==> src/rtl/rofofo_mem_pkg.sv <==
// Shared state encoding and geometry helpers for the
// wide-word to narrow-memory bridge.
package rofofo_mem_pkg;

  localparam int WORD_SIZE_DEF      = 256;
  localparam int ADDR_WIDTH_DEF     = 32;
  localparam int MEM_DATA_WIDTH_DEF = 32;

  typedef enum logic [1:0] {
    IDLE,
    WRITE,
    READ,
    ACK
  } state_t;

  function automatic int beats_f(
    input int ws,
    input int mdw
  );
    return ws / mdw;
  endfunction

  function automatic int beat_bytes_f(
    input int mdw
  );
    return mdw / 8;
  endfunction

  function automatic int offset_f(
    input int ws
  );
    return $clog2(ws / 8);
  endfunction

  function automatic int cnt_w_f(
    input int beats
  );
    return $clog2(beats + 1);
  endfunction

  function automatic int idx_w_f(
    input int beats
  );
    return (beats > 1) ? $clog2(beats) : 1;
  endfunction

endpackage

==> src/rtl/wide_word_mem_bridge.sv <==
// Wishbone slave that splits each wide word access into
// a sequence of narrow memory beats, one transaction at a time.
module wide_word_mem_bridge
  import rofofo_mem_pkg::*;
#(
  parameter int WORD_SIZE      = WORD_SIZE_DEF,
  parameter int ADDR_WIDTH     = ADDR_WIDTH_DEF,
  parameter int MEM_DATA_WIDTH = MEM_DATA_WIDTH_DEF
) (
  input  logic                      clk,
  input  logic                      rst,
  input  logic                      wb_cyc_i,
  input  logic                      wb_stb_i,
  input  logic                      wb_we_i,
  output logic                      wb_ack_o,
  input  logic [ADDR_WIDTH-1:0]     wb_addr_i,
  input  logic [WORD_SIZE-1:0]      wb_mosi_i,
  output logic [WORD_SIZE-1:0]      wb_miso_o,
  output logic                      mem_req_o,
  output logic                      mem_we_o,
  output logic [ADDR_WIDTH-1:0]     mem_addr_o,
  output logic [MEM_DATA_WIDTH-1:0] mem_wdata_o,
  input  logic                      mem_ready_i,
  input  logic                      mem_rvalid_i,
  input  logic [MEM_DATA_WIDTH-1:0] mem_rdata_i
);

  localparam int BEATS =
    beats_f(WORD_SIZE, MEM_DATA_WIDTH);
  localparam int BEAT_BYTES =
    beat_bytes_f(MEM_DATA_WIDTH);
  localparam int OFFSET = offset_f(WORD_SIZE);
  localparam int CW     = cnt_w_f(BEATS);
  localparam int IW     = idx_w_f(BEATS);

  localparam logic [CW-1:0] LAST   = CW'(BEATS - 1);
  localparam logic [CW-1:0] NBEATS = CW'(BEATS);

  typedef logic [BEATS-1:0][MEM_DATA_WIDTH-1:0] word_t;

  state_t r_state;
  state_t w_next;

  logic [ADDR_WIDTH-1:0] r_base;
  word_t                 r_wdata;
  word_t                 r_rbuf;
  word_t                 r_miso;
  word_t                 w_rbuf;
  logic [CW-1:0]         r_issue;
  logic [CW-1:0]         r_rcv;

  logic                  w_start;
  logic                  w_req;
  logic                  w_accept;
  logic                  w_rx;
  logic                  w_wr_done;
  logic                  w_rd_done;
  logic [IW-1:0]         w_iidx;
  logic [IW-1:0]         w_ridx;
  logic [ADDR_WIDTH-1:0] w_beat_addr;
  logic                  w_unused;

  // Sub-word offset bits never reach the memory side.
  assign w_unused = ^wb_addr_i[OFFSET-1:0];

  assign w_start = wb_cyc_i && wb_stb_i;
  assign w_iidx  = r_issue[IW-1:0];
  assign w_ridx  = r_rcv[IW-1:0];

  assign w_req = (r_state == WRITE) ||
                 ((r_state == READ) &&
                  (r_issue != NBEATS));

  assign w_accept = w_req && mem_ready_i;

  // A beat may return in the very cycle it is accepted.
  assign w_rx = (r_state == READ) &&
                mem_rvalid_i &&
                (r_rcv != NBEATS) &&
                ((r_rcv < r_issue) || w_accept);

  assign w_wr_done = (r_state == WRITE) &&
                     w_accept &&
                     (r_issue == LAST);

  assign w_rd_done = w_rx && (r_rcv == LAST);

  assign w_beat_addr =
    r_base +
    (ADDR_WIDTH'(r_issue) * ADDR_WIDTH'(BEAT_BYTES));

  assign mem_req_o   = w_req;
  assign mem_we_o    = (r_state == WRITE);
  assign mem_addr_o  = w_req ? w_beat_addr : '0;
  assign mem_wdata_o = (r_state == WRITE) ?
                       r_wdata[w_iidx] : '0;
  assign wb_ack_o    = (r_state == ACK) && wb_cyc_i;
  assign wb_miso_o   = r_miso;

  always_comb begin
    w_rbuf = r_rbuf;
    if (w_rx) begin
      w_rbuf[w_ridx] = mem_rdata_i;
    end
  end

  always_ff @(posedge clk or posedge rst) begin
    if (rst) begin
      r_state <= IDLE;
    end else begin
      r_state <= w_next;
    end
  end

  always_comb begin
    w_next = r_state;
    unique case (r_state)
      IDLE: begin
        if (w_start) begin
          w_next = wb_we_i ? WRITE : READ;
        end
      end
      WRITE: begin
        if (w_wr_done) begin
          w_next = ACK;
        end
      end
      READ: begin
        if (w_rd_done) begin
          w_next = ACK;
        end
      end
      ACK: begin
        w_next = IDLE;
      end
      default: begin
        w_next = IDLE;
      end
    endcase
  end

  always_ff @(posedge clk or posedge rst) begin
    if (rst) begin
      r_base  <= '0;
      r_wdata <= '0;
      r_rbuf  <= '0;
      r_miso  <= '0;
      r_issue <= '0;
      r_rcv   <= '0;
    end else if ((r_state == IDLE) && w_start) begin
      r_base  <= {wb_addr_i[ADDR_WIDTH-1:OFFSET],
                  {OFFSET{1'b0}}};
      r_wdata <= wb_mosi_i;
      r_issue <= '0;
      r_rcv   <= '0;
    end else begin
      if (w_accept) begin
        r_issue <= r_issue + CW'(1);
      end
      if (w_rx) begin
        r_rcv  <= r_rcv + CW'(1);
        r_rbuf <= w_rbuf;
      end
      if (w_rd_done) begin
        r_miso <= w_rbuf;
      end
    end
  end

endmodule

==> config.mk <==
export PLATFORM = sky130hd
export DESIGN_NAME = wide_word_mem_bridge
export DESIGN_NICKNAME = d
export VERILOG_FILES = /design/src/rtl/rofofo_mem_pkg.sv /design/src/rtl/wide_word_mem_bridge.sv
export SDC_FILE = /design/constraint.sdc
export NUM_CORES = 2
export LEC_CHECK = 0
export CAP_MARGIN = 10
export CORE_ASPECT_RATIO = 0.5
export CORE_MARGIN = 2
export CORE_UTILIZATION = 45
export CTS_CLUSTER_DIAMETER = 30
export DETAILED_ROUTE_END_ITERATION = 16
export DONT_BUFFER_PORTS = 1
export GPL_ROUTABILITY_DRIVEN = 0
export SETUP_SLACK_MARGIN = 0.2
export SYNTH_ARGS = -nofsm -noshare
export SYNTH_HDL_FRONTEND = slang
export SYNTH_SLANG_ARGS = --single-unit
==> constraint.sdc <==
create_clock -name clk -period 42.9 [get_ports clk]
set_input_delay 10.725 -clock clk [delete_from_list [all_inputs] [get_ports clk]]
set_output_delay 10.725 -clock clk [all_outputs]
set_load 0.03 [all_outputs]
==> flow_summary.toml <==
[logic_synthesis]
ys.flop_type = "dfrtp_1"
yosysWarnings = 0
yosysSeqAreaShare = 0.589
yosysUniqueCellTypes = 48
syn_avg_cell_area_um2 = 10.4
synth-edff-count = 0
synth_area_mm2 = 0.0342
synth-seq-cells = 805
syn_inst = 3286
async_reset_ff_frac = 1.00

[place]
dp_hpwl_mm = 60.9
place_inst = 4108
port_buffers = 0

[setup_path]
r2r_start = "r_issue[0]"
crit_arrival_ps = 11010
setup.worst_path.class = "in -> out"
worstReg2RegEnd = "wb_miso_o[248]"
worstPathRequired_ps = 32170
cp_max_fo = 4
critPathBufInv = 0
r2r_cells = 10
r2r_slack_ps = 37930
cpMaxStageDelayCell = "and2_1"
end_kind = "output pin"
max_stage_delay_ps = 280
cp-start-kind = "input port"
worstPathCellList = "and2_1"
path_delay_family = "simple AND/OR/NAND/NOR gates"

[timing]
slew_headroom = 0.180
fin_tns_setup_ps = 0
clock_skew_ps = 29.3
post-route-period-util = 0.507
min_period_ps = 21730
worst_slew_pin_slew_ps = 1220
report.final.hold_viol_count = 0
max_freq_mhz = 46.0
slew_viol_final = 0
setup_viol = 0
rsz0062_at_grt = "false"

[final_layout]
postLayoutCoreUtil = 0.520
drive_above_1_share = 0.144
area_growth_pct = 14.3
stdcell_count = 4333
final_nets = 3544

[power]
p_sw_mw = 0.831
clkPwrFrac = 0.378
leakagePower_nw = 19.2
power_mw = 2.61
combPwrFrac = 0.213
p_seq_frac = 0.409
ir_worst_vdd_mv = 0.0391
power_density_mw_per_mm2 = 66.8
netSwitchingFraction = 0.318
p_int_mw = 1.78

[clock_tree]
htree_levels = 3
cts_setup_buffers = 0
cts_tree = "built"
cts_resized = 0
insertion_delay_ps = 720
cts_made_buffers = 116
path_clk_slew_ps = 60
hold_buffers = 0
cts.sinks = 805
cts-root-buf = "clkbuf_16"
clock_path_buffers = 3

[worst_hold_path]
min_to = "wb_miso_o[123]"
min_path_cells = 2
hold_path_class = "reg -> reg"
min-delay-start = "r_rbuf[123]"

[floorplanning]
start_util = 0.455
fp.dieH_um = 199
num_io_pins = 650
die_width_um = 394
die-area_mm2 = 0.0783
placementRows = 71
core_area_mm2 = 0.0752

[global_routing]
grt_start_max_net_pins = 164
top_usage_layer = "met2"
grt_pass1_vias = 23700
grt_usage = 0.244
antenna_found_initial = 7
overflow = 0
grt_use_met1 = 0.301
grt_pass1_wl_mm = 146
use_met3 = 0.0641
met2_usage = 0.408

[routing]
wl_per_cell_um = 22.3
viasPerCell = 5.45
wirelength_mm = 96.7
via_count = 23600
drt-pass1-iter-count = 5
ant_nets = 0
drc = 0
drt-initial-drc-count = 1546

[status]
status = "complete, no violations"

[run]
drv_cap = 0
[power by group through the flow]
stage | registers (mW) | clock network (mW) | logic (mW)
after floorplan | 1.03 | 0 | 0.455
after global placement | 1.07 | 0 | 0.553
after detailed placement | 1.08 | 0 | 0.565
after CTS | 1.07 | 1.01 | 0.567
after global routing | 1.09 | 1.04 | 0.619
final | 1.07 | 0.988 | 0.555
[cells by family after synthesis]
kind of cell / count (synthesis) / share of synthesized area
AND/OR/NAND/NOR: 1530 / 0.173
flip-flops: 805 / 0.589
multiplexers: 352 / 0.136
AO/OA/AOI/OAI: 301 / 0.0593
buffers and inverters: 260 / 0.0310
XOR/XNOR: 24 / 0.00615
adder cells (fa/ha/maj): 13 / 0.00476
other: 1 / 0.000110
[cells in the mapped netlist, types with 15 or more instances]
master	n	share of area
inv_1	15	0.0016
nor2_1	154	0.017
buf_2	62	0.0091
mux2_1	128	0.042
mux2i_1	32	0.0094
o21ai_0	15	0.0022
a21oi_1	138	0.020
nand2_1	1306	0.14
mux4_2	64	0.042
mux2_2	128	0.042
xnor2_1	17	0.0044
clkbuf_1	174	0.019
a21boi_0	32	0.0070
a32oi_1	96	0.025
dfrtp_1	805	0.59
[per-layer routing]
metal | vias to the layer above | wire length (µm)
li1 | 10800 | -
met1 | 12000 | 39100
met2 | 634 | 48000
met3 | 210 | 5240
met4 | 4 | 4340
met5 | - | 25
[stage by stage]
stage | setup WS (ps) | instance area, µm² | hold WS [ps]
2_1_floorplan | 9570 | 34200 | 439
3_3_place_gp | 21160 | 35000 | 448
3_5_place_dp | 21160 | 35000 | 457
4_1_cts | 21160 | 39100 | 465
5_1_grt | 21160 | 39100 | 483
6_report | 21170 | 39100 | 463
[sequential cells by signal, indices dropped and copies added, names as in the netlist]
name,flops
r_state,2
r_base,27
r_wdata,256
wb_miso_o,256
r_rbuf,256
r_rcv,4
r_issue,4
[layout by cell type (no fill, tap or decap), types with 3 or more instances in the layout]
| cell type | n |
|---|---|
| mux4_2 | 64 |
| nor2_1 | 154 |
| and4_1 | 3 |
| xor2_1 | 7 |
| clkinv_4 | 10 |
| diode_2 | 6 |
| ha_1 | 12 |
| clkbuf_1 | 7 |
| clkinvlp_4 | 26 |
| nand4_1 | 7 |
| o21ai_0 | 15 |
| nor3_2 | 5 |
| inv_6 | 13 |
| mux2_1 | 128 |
| clkbuf_8 | 12 |
| nand3_1 | 11 |
| or3_1 | 9 |
| nor3_4 | 4 |
| clkbuf_16 | 117 |
| dfrtp_4 | 3 |
| mux2_2 | 128 |
| nor3_1 | 8 |
| and2_1 | 5 |
| bufinv_16 | 14 |
| dfrtp_1 | 801 |
| inv_8 | 5 |
| a21oi_1 | 137 |
| xnor2_1 | 17 |
| a311o_2 | 3 |
| inv_1 | 14 |
| a31oi_4 | 3 |
| a21boi_0 | 32 |
| mux2i_1 | 32 |
| a32oi_1 | 96 |
| nand2_1 | 1306 |
| and3_1 | 5 |
| buf_4 | 41 |
| clkinv_2 | 15 |
[worst max-delay path by stage]
| stage | startpoint | endpoint | slack [ps] | cells past startpoint |
|---|---|---|---|---|
| global placement | wb_cyc_i | wb_ack_o | 21160 | 1 |
| floorplan | rst | r_base[10] | 9570 | 1 |
| global route | wb_cyc_i | wb_ack_o | 21160 | 1 |
| detailed placement | wb_cyc_i | wb_ack_o | 21160 | 1 |
| CTS | wb_cyc_i | wb_ack_o | 21160 | 1 |
| finish | wb_cyc_i | wb_ack_o | 21170 | 1 |
[layout make-up]
cell class | count | area (µm²)
fill | 6715 | 36100
antenna | 6 | 15.0
tap | 1022 | 1280
timing repair buffer | 43 | 348
multi-input combinational | 2222 | 13100
inverter | 16 | 67.6
clock buffer | 136 | 3120
clock inverter | 83 | 957
sequential | 805 | 20200
No activity file was read; power rests on OpenSTA's default activity.
